`src/rtl/nv_nvdla_mcif_wr_pipe_chain_pkg.sv`:
```
// Shared defaults and occupancy-width helper for the mcif write pipe chain.
package nv_nvdla_mcif_wr_pipe_chain_pkg;

    localparam int WIDTH_DEF = 77;
    localparam int DEPTH_DEF = 2;

    // Each skid stage holds up to two entries, so the counter spans 0..2*depth.
    function automatic int cnt_width(input int depth);
        return $clog2(2 * depth + 1);
    endfunction

endpackage

```
`src/rtl/nv_nvdla_mcif_wr_pipe_stage.sv`:
```
// One registered skid stage: main + skid register, registered ready, flush clears control.
// Latency 1 cycle; output stalls are absorbed by the skid so upstream sees ready one cycle late.
module nv_nvdla_mcif_wr_pipe_stage
    import nv_nvdla_mcif_wr_pipe_chain_pkg::*;
#(
    parameter int WIDTH = WIDTH_DEF
) (
    input  logic             nvdla_core_clk,
    input  logic             nvdla_core_rst,
    input  logic             flush,
    input  logic             in_valid,
    output logic             in_ready,
    input  logic [WIDTH-1:0] in_pd,
    output logic             out_valid,
    input  logic             out_ready,
    output logic [WIDTH-1:0] out_pd
);

    logic             main_vld;
    logic             skid_vld;
    logic             rdy_q;
    logic [WIDTH-1:0] main_dat;
    logic [WIDTH-1:0] skid_dat;
    logic             in_xfer;
    logic             skid_catch;

    assign in_ready   = rdy_q | ~main_vld;
    assign out_valid  = rdy_q ? main_vld : skid_vld;
    assign out_pd     = rdy_q ? main_dat : skid_dat;
    assign in_xfer    = in_valid & in_ready;
    assign skid_catch = main_vld & rdy_q & ~out_ready;

    // rdy_q high implies the skid is empty, so main always vacates while rdy_q is set:
    // either it is taken downstream or it is caught into the skid.
    always_ff @(posedge nvdla_core_clk) begin
        if (nvdla_core_rst || flush) begin
            main_vld <= 1'b0;
            skid_vld <= 1'b0;
            rdy_q    <= 1'b1;
        end else begin
            main_vld <= in_xfer | (main_vld & ~rdy_q);
            skid_vld <= skid_catch | (skid_vld & ~out_ready);
            rdy_q    <= skid_vld ? out_ready : ~skid_catch;
        end
    end

    always_ff @(posedge nvdla_core_clk) begin
        if (skid_catch) begin
            skid_dat <= main_dat;
        end
        if (in_xfer) begin
            main_dat <= in_pd;
        end
    end

endmodule

```
`src/rtl/nv_nvdla_mcif_wr_pipe_chain.sv`:
```
// Cascade of DEPTH skid stages with occupancy counter and flush/reset gating.
// Latency DEPTH cycles; holds 2*DEPTH entries before in_ready drops, both ends gated low on flush/reset.
module nv_nvdla_mcif_wr_pipe_chain
    import nv_nvdla_mcif_wr_pipe_chain_pkg::*;
#(
    parameter int WIDTH = WIDTH_DEF,
    parameter int DEPTH = DEPTH_DEF,
    parameter int CNT_W = cnt_width(DEPTH)
) (
    input  logic             nvdla_core_clk,
    input  logic             nvdla_core_rst,
    input  logic             in_valid,
    output logic             in_ready,
    input  logic [WIDTH-1:0] in_pd,
    output logic             out_valid,
    input  logic             out_ready,
    output logic [WIDTH-1:0] out_pd,
    input  logic             flush,
    output logic [CNT_W-1:0] occupancy,
    output logic             idle
);

    logic             kill;
    logic [DEPTH:0]   c_vld;
    logic [DEPTH:0]   c_rdy;
    logic [WIDTH-1:0] c_pd [DEPTH+1];
    logic             in_xfer;
    logic             out_xfer;

    assign kill         = nvdla_core_rst | flush;
    assign c_vld[0]     = in_valid & ~kill;
    assign c_pd[0]      = in_pd;
    assign in_ready     = c_rdy[0] & ~kill;
    assign out_valid    = c_vld[DEPTH] & ~kill;
    assign out_pd       = c_pd[DEPTH];
    assign c_rdy[DEPTH] = out_ready & ~kill;

    genvar i;
    generate
        for (i = 0; i < DEPTH; i++) begin : g_stage
            nv_nvdla_mcif_wr_pipe_stage #(
                .WIDTH (WIDTH)
            ) u_stage (
                .nvdla_core_clk (nvdla_core_clk),
                .nvdla_core_rst (nvdla_core_rst),
                .flush          (flush),
                .in_valid       (c_vld[i]),
                .in_ready       (c_rdy[i]),
                .in_pd          (c_pd[i]),
                .out_valid      (c_vld[i+1]),
                .out_ready      (c_rdy[i+1]),
                .out_pd         (c_pd[i+1])
            );
        end
    endgenerate

    // Both ends are gated by kill, so no transfer is ever counted on a flush/reset cycle.
    assign in_xfer  = in_valid & in_ready;
    assign out_xfer = out_valid & out_ready;

    always_ff @(posedge nvdla_core_clk) begin
        if (kill) begin
            occupancy <= '0;
        end else begin
            case ({in_xfer, out_xfer})
                2'b10:   occupancy <= occupancy + CNT_W'(1);
                2'b01:   occupancy <= occupancy - CNT_W'(1);
                default: occupancy <= occupancy;
            endcase
        end
    end

    assign idle = (occupancy == '0);

endmodule

```
`config.mk`:
```
export PLATFORM = sky130hd
export DESIGN_NAME = nv_nvdla_mcif_wr_pipe_chain
export DESIGN_NICKNAME = d
export VERILOG_FILES = /design/src/rtl/nv_nvdla_mcif_wr_pipe_chain_pkg.sv /design/src/rtl/nv_nvdla_mcif_wr_pipe_stage.sv /design/src/rtl/nv_nvdla_mcif_wr_pipe_chain.sv
export SDC_FILE = /design/constraint.sdc
export NUM_CORES = 1
export LEC_CHECK = 0
export ABC_AREA = 0
export BUFFER_PORTS_ARGS = -buffer_cell sky130_fd_sc_hd__buf_2
export CAP_MARGIN = 30
export CORE_ASPECT_RATIO = 0.6
export CORE_UTILIZATION = 50
export CTS_CLUSTER_SIZE = 8
export DETAILED_ROUTE_END_ITERATION = 16
export PLACE_DENSITY = 0.69
export RECOVER_POWER = 25
export SYNTH_ARGS = -nofsm -noshare
export SYNTH_HDL_FRONTEND = slang
export SYNTH_SLANG_ARGS = --single-unit
```
`constraint.sdc`:
```
create_clock -name nvdla_core_clk -period 5.9 [get_ports nvdla_core_clk]
set_clock_uncertainty 0.15 [all_clocks]
set_input_delay 0.59 -clock nvdla_core_clk [delete_from_list [all_inputs] [get_ports nvdla_core_clk]]
set_output_delay 0.59 -clock nvdla_core_clk [all_outputs]
set_load 0.05 [all_outputs]
```
# ---- Yosys cells after proc, flatten, opt, wreduce, memory -nomap -nowiden
# Cells that the tools add are included.
dict set report word_totals {
  reg_bits 317
  latchBits 0
  ram_bits 0
  romBits 0
  out_inout_bits 83
  word_cells 57
  n_memories 0
}
dict set report classes {
  addsub 2
  mul 0
  n_div 0
  magnitude_cmp 0
  n_eq_ne 2
  shift 0
  mux 7
  bitwise_logic 32
  reduce_logical 3
}
# cell count
set ops {}
lappend ops {{$mux W77} 2}
lappend ops {{$and A1 B1 Y1} 16}
lappend ops {{$not A1 Y1} 9}
lappend ops {{$or A1 B1 Y1} 7}
lappend ops {{$pmux W3 S2} 1}
lappend ops {{$mux W1} 4}
lappend ops {{$add A3 B1 Y3 const B} 1}
lappend ops {{$logic_not A3 Y1} 1}
lappend ops {{$sub A3 B1 Y3 const B} 1}
lappend ops {{$eq A2 B1 Y1 const B} 1}
lappend ops {{$eq A2 B2 Y1 const B} 1}
lappend ops {{$reduce_bool A2 Y1} 1}
lappend ops {{$logic_or A1 B1 Y1} 1}

# ---- Longest topological paths before layout
# Gate-level depths: netlist of the first run.
dict set report logic_depth {
  word_depth 7
  ltp_mapped 11
  depth_no_buf 9
}

# ---- Cells and area by module
# A second synthesis of the first run with hierarchy kept.
dict set report hier_totals {
  cells_unflattened 533
  hier_area_um2 11644.9
}
# mod n_inst cells_per_inst area_each_um2
set by_module_without_submodules {}
lappend by_module_without_submodules {nv_nvdla_mcif_wr_pipe_stage 2 254 5720.5}
lappend by_module_without_submodules {nv_nvdla_mcif_wr_pipe_chain 1 25 203.9}

# ---- Worst setup path after synthesis of the first run
# Ideal clock, no wire load.
dict set report synth_timing {
  path_kind {register to register}
  from {reg g_stage[0].u_stage.rdy_q}
  to {reg g_stage[1].u_stage.main_dat[0], enable pin}
  t_arrival_ns 4.469
  required_ns 5.212
  slack_ns 0.743
  path_stages_with_launch 5
  synth_period_minus_slack_ns 5.157
  path_cell_list {dfxtp_1 -> buf_4 -> buf_4 -> mux2i_1 -> a21oi_1}
}
dict set report synth_between {
  elab_chain_cells 2
}
# item line_no
set synth_lines {}
lappend synth_lines {{start, declared} nv_nvdla_mcif_wr_pipe_stage.sv:21} ;# logic rdy_q;
lappend synth_lines {{start signal, assigned} nv_nvdla_mcif_wr_pipe_stage.sv:43} ;# rdy_q <= skid_vld ? out_ready : ~skid_catch;
lappend synth_lines {{$mux W1} nv_nvdla_mcif_wr_pipe_stage.sv:28} ;# assign out_valid = rdy_q ? main_vld : skid_vld;
lappend synth_lines {{$and A1 B1 Y1} nv_nvdla_mcif_wr_pipe_stage.sv:30} ;# assign in_xfer = in_valid & in_ready;
lappend synth_lines {{named net g_stage[1].u_stage.in_xfer} nv_nvdla_mcif_wr_pipe_stage.sv:24} ;# logic in_xfer;
lappend synth_lines {{end signal, assigned} nv_nvdla_mcif_wr_pipe_stage.sv:52} ;# main_dat <= in_pd;
lappend synth_lines {{end, declared} nv_nvdla_mcif_wr_pipe_stage.sv:22} ;# logic [WIDTH-1:0] main_dat;
# The timed path passes the listed nets, and every way through them passes these cells.
# A chain may end at the register's enable or synchronous reset.

# ---- Worst setup path in the final report of the first run
dict set report layout_timing {
  from {reg g_stage[1].u_stage.rdy_q}
  to {out out_pd[45]}
}
dict set report layout_between {
  elab_chain_cells 1
}
# item line_no
set layout_lines {}
lappend layout_lines {{start, declared} nv_nvdla_mcif_wr_pipe_stage.sv:21}
lappend layout_lines {{start signal, assigned} nv_nvdla_mcif_wr_pipe_stage.sv:43}
lappend layout_lines {{$mux W77} nv_nvdla_mcif_wr_pipe_stage.sv:29} ;# assign out_pd = rdy_q ? main_dat : skid_dat;
lappend layout_lines {{end, declared} nv_nvdla_mcif_wr_pipe_chain.sv:17} ;# output logic [WIDTH-1:0] out_pd,
# No other way between the ends.

==> results.sh, run 1 <==
export IMPL_die_h_um=122.5
export IMPL_yosysUniqueCellTypes=23
export IMPL_p_comb_share_pct=3.1
export IMPL_final_max_slew_viol_count=0
export IMPL_synth_most_common_cell="edfxtp_1"
export IMPL_cp_max_fo=70
export IMPL_path_class="reg2out"
export IMPL_async_reset_ff_share_pct=0
export IMPL_syn_to_final_growth_pct=15.65
export IMPL_setup_violations=0
export IMPL_pre_cts_ws_ns=3.066
export IMPL_synth_flop_cell="edfxtp_1"
export IMPL_clk_latency_ns=0.52
export IMPL_worst_pin_slew_ns=0.7472
export IMPL_initial_utilization_pct=51.66
export IMPL_p_sw_share_pct=19.64
export IMPL_maxCapViolCount=0
export IMPL_p_seq_share_pct=51.8
export IMPL_syn_num_nets=692
export IMPL_ctsResizeCount=0
export IMPL_syn_inst=608
export IMPL_finalSetupTns_ns=0
export IMPL_drive_gt1_share_pct=49.05
export IMPL_p_clk_share_pct=45.1
export IMPL_vias_per_cell=5.065
export IMPL_p_int_mw=3.911
export IMPL_antenna_cells=0
export IMPL_period_share_pct=46.19
export IMPL_drc_errors=0
export IMPL_gp_congestion=0.7677
export IMPL_via_count=5344
export IMPL_synth_common_cells="edfxtp_1 (308), mux2_2 (154), buf_4 (79)"
export IMPL_ys_ff_latch=317
export IMPL_cts_tree="yes"
export IMPL_arrival_ns=1.99
export IMPL_die_x_um=202.8
export IMPL_relSlewSlack_pct=50.19
export IMPL_min_path_type="in2reg"
export IMPL_wl_per_cell_um=19.39
export IMPL_ant_nets=0
export IMPL_fmax_mhz=366.9
export IMPL_drtIter0Drc=304
export IMPL_io_buffers=164
export IMPL_synth_area_leaders="edfxtp_1 (76%), mux2_2 (14%), buf_4 (4.9%)"
export IMPL_yosysTopAreaCellShare_pct=76.50
export IMPL_rsz0062_at_grt="false"
export IMPL_place_hpwl_um=12660
export IMPL_nets=815
export IMPL_cts_root_buffer="clkbuf_16"
export IMPL_clock_sinks=317
export IMPL_ios=165
export IMPL_syn_avg_cell_area_sq_um=19.89
export IMPL_crit_required_ns=5.16
export IMPL_hold_violations=0
export IMPL_postRouteWirelength_um=20460
export IMPL_post_cts_buffers=0
export IMPL_core_sq_mm=0.02340
export IMPL_first_pass_iters=4
export IMPL_power_leakage_nw=4.871
export IMPL_end_kind="primary output"
export IMPL_period_needed_ns=2.725
export IMPL_clkTransAtPathRegs_ns=0.05
export IMPL_nFillCells=1699
export IMPL_groute_usage_overall_pct=16.81
export IMPL_antenna_found_initial=0
export IMPL_ys_seq_area_share_pct=77.99
export IMPL_rows=43
export IMPL_grt_max_degree=78
export IMPL_grt_pass1_wl_um=31460
export IMPL_power_switching_mw=0.9558
export IMPL_grt_overflow_total=0
export IMPL_htree_levels=2
export IMPL_ys_warn_count=0
export IMPL_whs_ns=0.09699
export IMPL_synth_largest_area_cell="edfxtp_1"
export IMPL_powerDensity_mw_per_mm2=348.0
export IMPL_synth_edff_count=308
export IMPL_start_kind="register"
export IMPL_cts_buffer_depth=3
export IMPL_first_global_vias=5602
export IMPL_peakVddDrop_uv=220.7
export IMPL_syn_cell_area_sq_mm=0.01209
export IMPL_setup_ws_ns=3.175
export IMPL_numCtsBuffers=45
export IMPL_die_area_sq_mm=0.02483
export IMPL_status="finished clean"
export IMPL_cts_hold_buf=0
[critical path, cell delays in order (launching register included)]
cell and delay (ns):
dfxtp_4 0.45, buf_16 0.35, mux2_2 0.42, buf_2 0.22
[power by group through the flow]
stage / combinational [mW] / sequential, mW / clock (mW)
after floorplan: 0.111 / 2.56 / 0
after global placement: 0.150 / 2.56 / 0
after detailed placement: 0.154 / 2.56 / 0
after CTS: 0.156 / 2.52 / 2.26
after global routing: 0.163 / 2.52 / 2.36
final: 0.153 / 2.52 / 2.19
[final timing paths]
check             cells past startpoint  slack (ns)                       startpoint                               to
hold / removal                        1         0.1                        in_pd[57]  g_stage[0].u_stage.main_dat[57]
hold reg to reg                       0        0.29  g_stage[1].u_stage.main_dat[55]  g_stage[1].u_stage.skid_dat[55]
setup reg to reg                      3        3.41      g_stage[1].u_stage.main_vld   g_stage[1].u_stage.skid_dat[7]
setup / recovery                      3        3.17         g_stage[1].u_stage.rdy_q                       out_pd[45]
[cells in the final DEF (no fill, tap or decap)]
cell and instances:
a21oi_4 2, inv_2 1, a21oi_1 6, nor2_4 1, dfxtp_4 2, inv_1 4, or2_1 1, dfxtp_1 7
nor2_1 7, o21ai_0 1, ha_1 1, clkbuf_16 45, nor2b_1 1, fa_1 1, or3_1 2, buf_16 5
clkinv_2 1, buf_4 3, nand2b_1 1, nand2_1 3, nor3_1 3, clkbuf_1 27, and2_1 1, clkinv_8 2
edfxtp_1 308, and2_4 1, inv_6 1, buf_2 144, xor2_1 2, mux2_2 154, nand2_2 1, mux2i_1 1
[registers in the layout, indices dropped and copies added, names as in the netlist]
name and count:
g_stage.u_stage.skid_vld 2, g_stage.u_stage.skid_dat 154, g_stage.u_stage.main_dat 154, g_stage.u_stage.rdy_q 2, g_stage.u_stage.main_vld 2, occupancy 3
[per-layer routing]
metal	global-route usage [%]	part of all wire, %	vias up
li1	-	-	2489
met3	4.461	6.6	18
met2	25.41	45	186
met1	24.43	47	2651
met5	0	0	-
met4	4.135	0.98	0
[through the flow]
stage               cell area [sq um]  total power, mW  instances  utilization (%)
floorplan                       12090            2.669        608                -
global placement                12670            2.709        994            54.14
detailed placement              12780            2.715        998            54.61
CTS                             13980            4.932       1054            59.73
global route                    13980            5.040       1055            59.74
finish                          13980            4.866       1055            59.74
[final cells by class]
type,count,area (sq um),share of cell area [%]
Sequential cell,317,9437,67.49
Clock inverter,4,46.29,0.3311
Clock buffer,52,1152,8.242
Inverter,5,18.77,0.1342
Timing Repair Buffer,172,955.9,6.837
Multi-Input combinational cell,190,1978,14.15
Tap cell,315,394.1,2.819
[cell families (layout without fill, tap and decap cells)]
group                    count (synthesis)  in the layout  synth area share [%]
AO/OA/AOI/OAI                            9              9                0.3725
XOR/XNOR                                 2              2                0.1449
adder cells (fa/ha/maj)                  2              2                0.2691
buffers and inverters                  101            233                 5.919
flip-flops                             317            317                 77.99
multiplexers                           155            155                 14.43
AND/OR/NAND/NOR                         22             22                0.8797
Power figures use the tool's default switching activity.
==> inputs of run 2 (changes only) <==
--- a/config.mk
+++ b/config.mk
@@ -12,7 +12,7 @@
 export CORE_UTILIZATION = 50
 export CTS_CLUSTER_SIZE = 8
 export DETAILED_ROUTE_END_ITERATION = 16
-export PLACE_DENSITY = 0.69
+export PLACE_DENSITY = 0.72
 export RECOVER_POWER = 25
 export SYNTH_ARGS = -nofsm -noshare
 export SYNTH_HDL_FRONTEND = slang
==> constraint.sdc (replaced) <==
create_clock -name nvdla_core_clk -period 2.35 [get_ports nvdla_core_clk]
set_clock_uncertainty 0.15 [all_clocks]
set_input_delay 0.235 -clock nvdla_core_clk [delete_from_list [all_inputs] [get_ports nvdla_core_clk]]
set_output_delay 0.235 -clock nvdla_core_clk [all_outputs]
set_load 0.05 [all_outputs]
==> run 2 against run 1 <==
Effect of this change: combinational power rose to 3.2 times the previous value; register-to-register slack worse by 3.4 ns; flip-flop and latch count unchanged; sequential share of layout area down 3.9 points; clock-buffer cell count up 1; non-clock buffer count rose by 85; total power grew to 2.6 times the previous value; sequential power rose to 2.5 times the previous value; largest cell class unchanged; largest power group unchanged.
==> results.sh, run 2 (synthesized netlist as in run 1, its figures left out) <==
export IMPL_place_hpwl_um=12240
export IMPL_grt_max_degree=78
export IMPL_setup_ws_ns=0.05663
export IMPL_core_sq_mm=0.02340
export IMPL_ios=165
export IMPL_cts_root_buffer="clkbuf_16"
export IMPL_cts_tree="yes"
export IMPL_numCtsBuffers=45
export IMPL_final_max_slew_viol_count=0
export IMPL_finalSetupTns_ns=0
export IMPL_clk_latency_ns=0.53
export IMPL_final_common_cell="edfxtp_1"
export IMPL_cts_buffer_depth=3
export IMPL_final_cell_mix="edfxtp_1 (308), mux2_2 (154), buf_2 (146)"
export IMPL_place_inst=1004
export IMPL_cpMaxStageDelayCell="fa_1"
export IMPL_first_pass_iters=4
export IMPL_grt_pass1_wl_um=33580
export IMPL_gp_congestion=0.7950
export IMPL_io_buffers=164
export IMPL_min_path_type="in2reg"
export IMPL_postRouteWirelength_um=21740
export IMPL_path_class="reg2reg"
export IMPL_groute_usage_overall_pct=17.86
export IMPL_cp_max_fo=4
export IMPL_powerDensity_mw_per_mm2=836.7
export IMPL_worst_pin_slew_ns=0.8021
export IMPL_nFillCells=1652
export IMPL_vias_per_cell=5.071
export IMPL_period_share_pct=97.59
export IMPL_clock_sinks=317
export IMPL_placed_area_sq_mm=0.01284
export IMPL_setup_violations=0
export IMPL_first_global_vias=6231
export IMPL_start_kind="register"
export IMPL_power_leakage_nw=5.225
export IMPL_syn_to_final_growth_pct=22.67
export IMPL_hold_violations=0
export IMPL_relSlewSlack_pct=46.53
export IMPL_drive_gt1_share_pct=46.12
export IMPL_initial_utilization_pct=51.66
export IMPL_whs_ns=0.1101
export IMPL_die_x_um=202.8
export IMPL_htree_levels=2
export IMPL_fin_cells=1139
export IMPL_crit_required_ns=2.65
export IMPL_antenna_found_initial=0
export IMPL_grt_overflow_total=0
export IMPL_reg_top3="g_stage.u_stage.main_dat: 154 flops, g_stage.u_stage.skid_dat: 154 flops, occupancy: 3 flops"
export IMPL_maxCapViolCount=0
export IMPL_clkTransAtPathRegs_ns=0.05
export IMPL_antenna_cells=0
export IMPL_cpPeakStageDelay_ns=0.38
export IMPL_end_kind="register"
export IMPL_drtIter0Drc=263
export IMPL_critical_path_cell_chain="nand2b_4, a21oi_4, and2_1, ha_2, inv_1, fa_1, xor2_1, or3_1, a21oi_2"
export IMPL_period_needed_ns=2.293
export IMPL_die_area_sq_mm=0.02483
export IMPL_drc_errors=0
export IMPL_via_count=5776
export IMPL_postLayoutCoreUtil_pct=63.37
export IMPL_peakVddDrop_uv=596.5
export IMPL_arrival_ns=2.59
export IMPL_die_h_um=122.5
export IMPL_finalInstanceArea_sq_mm=0.01483
export IMPL_ant_nets=0
export IMPL_status="finished clean"
export IMPL_fmax_mhz=436.0
export IMPL_nets=900
export IMPL_power_mw=12.41
export IMPL_rows=43
export IMPL_wl_per_cell_um=19.08
export IMPL_pre_cts_ws_ns=-0.01460
[run 2: cell types whose count changed in the layout (fill, tap and decap cells not counted), sizes merged]
cell,change
buf,+8
dlygate4sd3,+79
clkbuf,-1
inv,-1
clkinv,-1
[run 2: final timing paths]
check,startpoint,end,slack [ns],cells after the start
worst max register to register,g_stage[1].u_stage.rdy_q,occupancy[2],0.06,9
worst min register to register,g_stage[1].u_stage.main_dat[61],g_stage[1].u_stage.skid_dat[61],0.29,0
worst max-delay path,g_stage[1].u_stage.rdy_q,occupancy[2],0.06,9
worst min-delay path,flush,g_stage[1].u_stage.main_vld,0.11,4
[run 2: final cells by class]
| class | count | area, sq um | share of cell area (%) |
|---|---|---|---|
| clock inverters | 2 | 21.27 | 0.1434 |
| clock buffers | 53 | 1177 | 7.938 |
| multi-input cells | 190 | 2024 | 13.65 |
| inverters | 5 | 18.77 | 0.1265 |
| flip-flops and latches | 317 | 9438 | 63.63 |
| repair buffers | 257 | 1758 | 11.85 |
| well taps | 315 | 394.1 | 2.657 |
[run 2: report_power, final]
part | switching, mW | leakage [nW] | total [mW] | internal, mW
registers | 0.0383 | 2.87 | 6.32 | 6.28
clock network | 2.14 | 0.586 | 5.60 | 3.46
logic | 0.274 | 1.77 | 0.492 | 0.217
[run 2: repair_timing]
item                                   in CTS  in global routing
setup buffers                               0                  1
hold buffers                               79                  0
setup endpoints to repair                   0                  1
endpoints found under the hold margin      80                  0
gates resized for setup                     0                  5
[run 2: routing by layer]
layer	vias to the layer above	GRT usage [%]	wire length, um
met1	2887	23.95	9495
li1	2652	-	-
met5	-	0	0
met4	0	5.874	431
met2	192	28.85	10380
met3	45	4.514	1432
[run 2: worst max-delay path, delay by kind of cell, from the launching register on]
kind	cells	cell delay, ns
simple gates	3	0.63
fa+ha+maj	2	0.57
xor+xnor	1	0.16
flops	1	0.36
compound gates	2	0.29
buf+inv	1	0.06
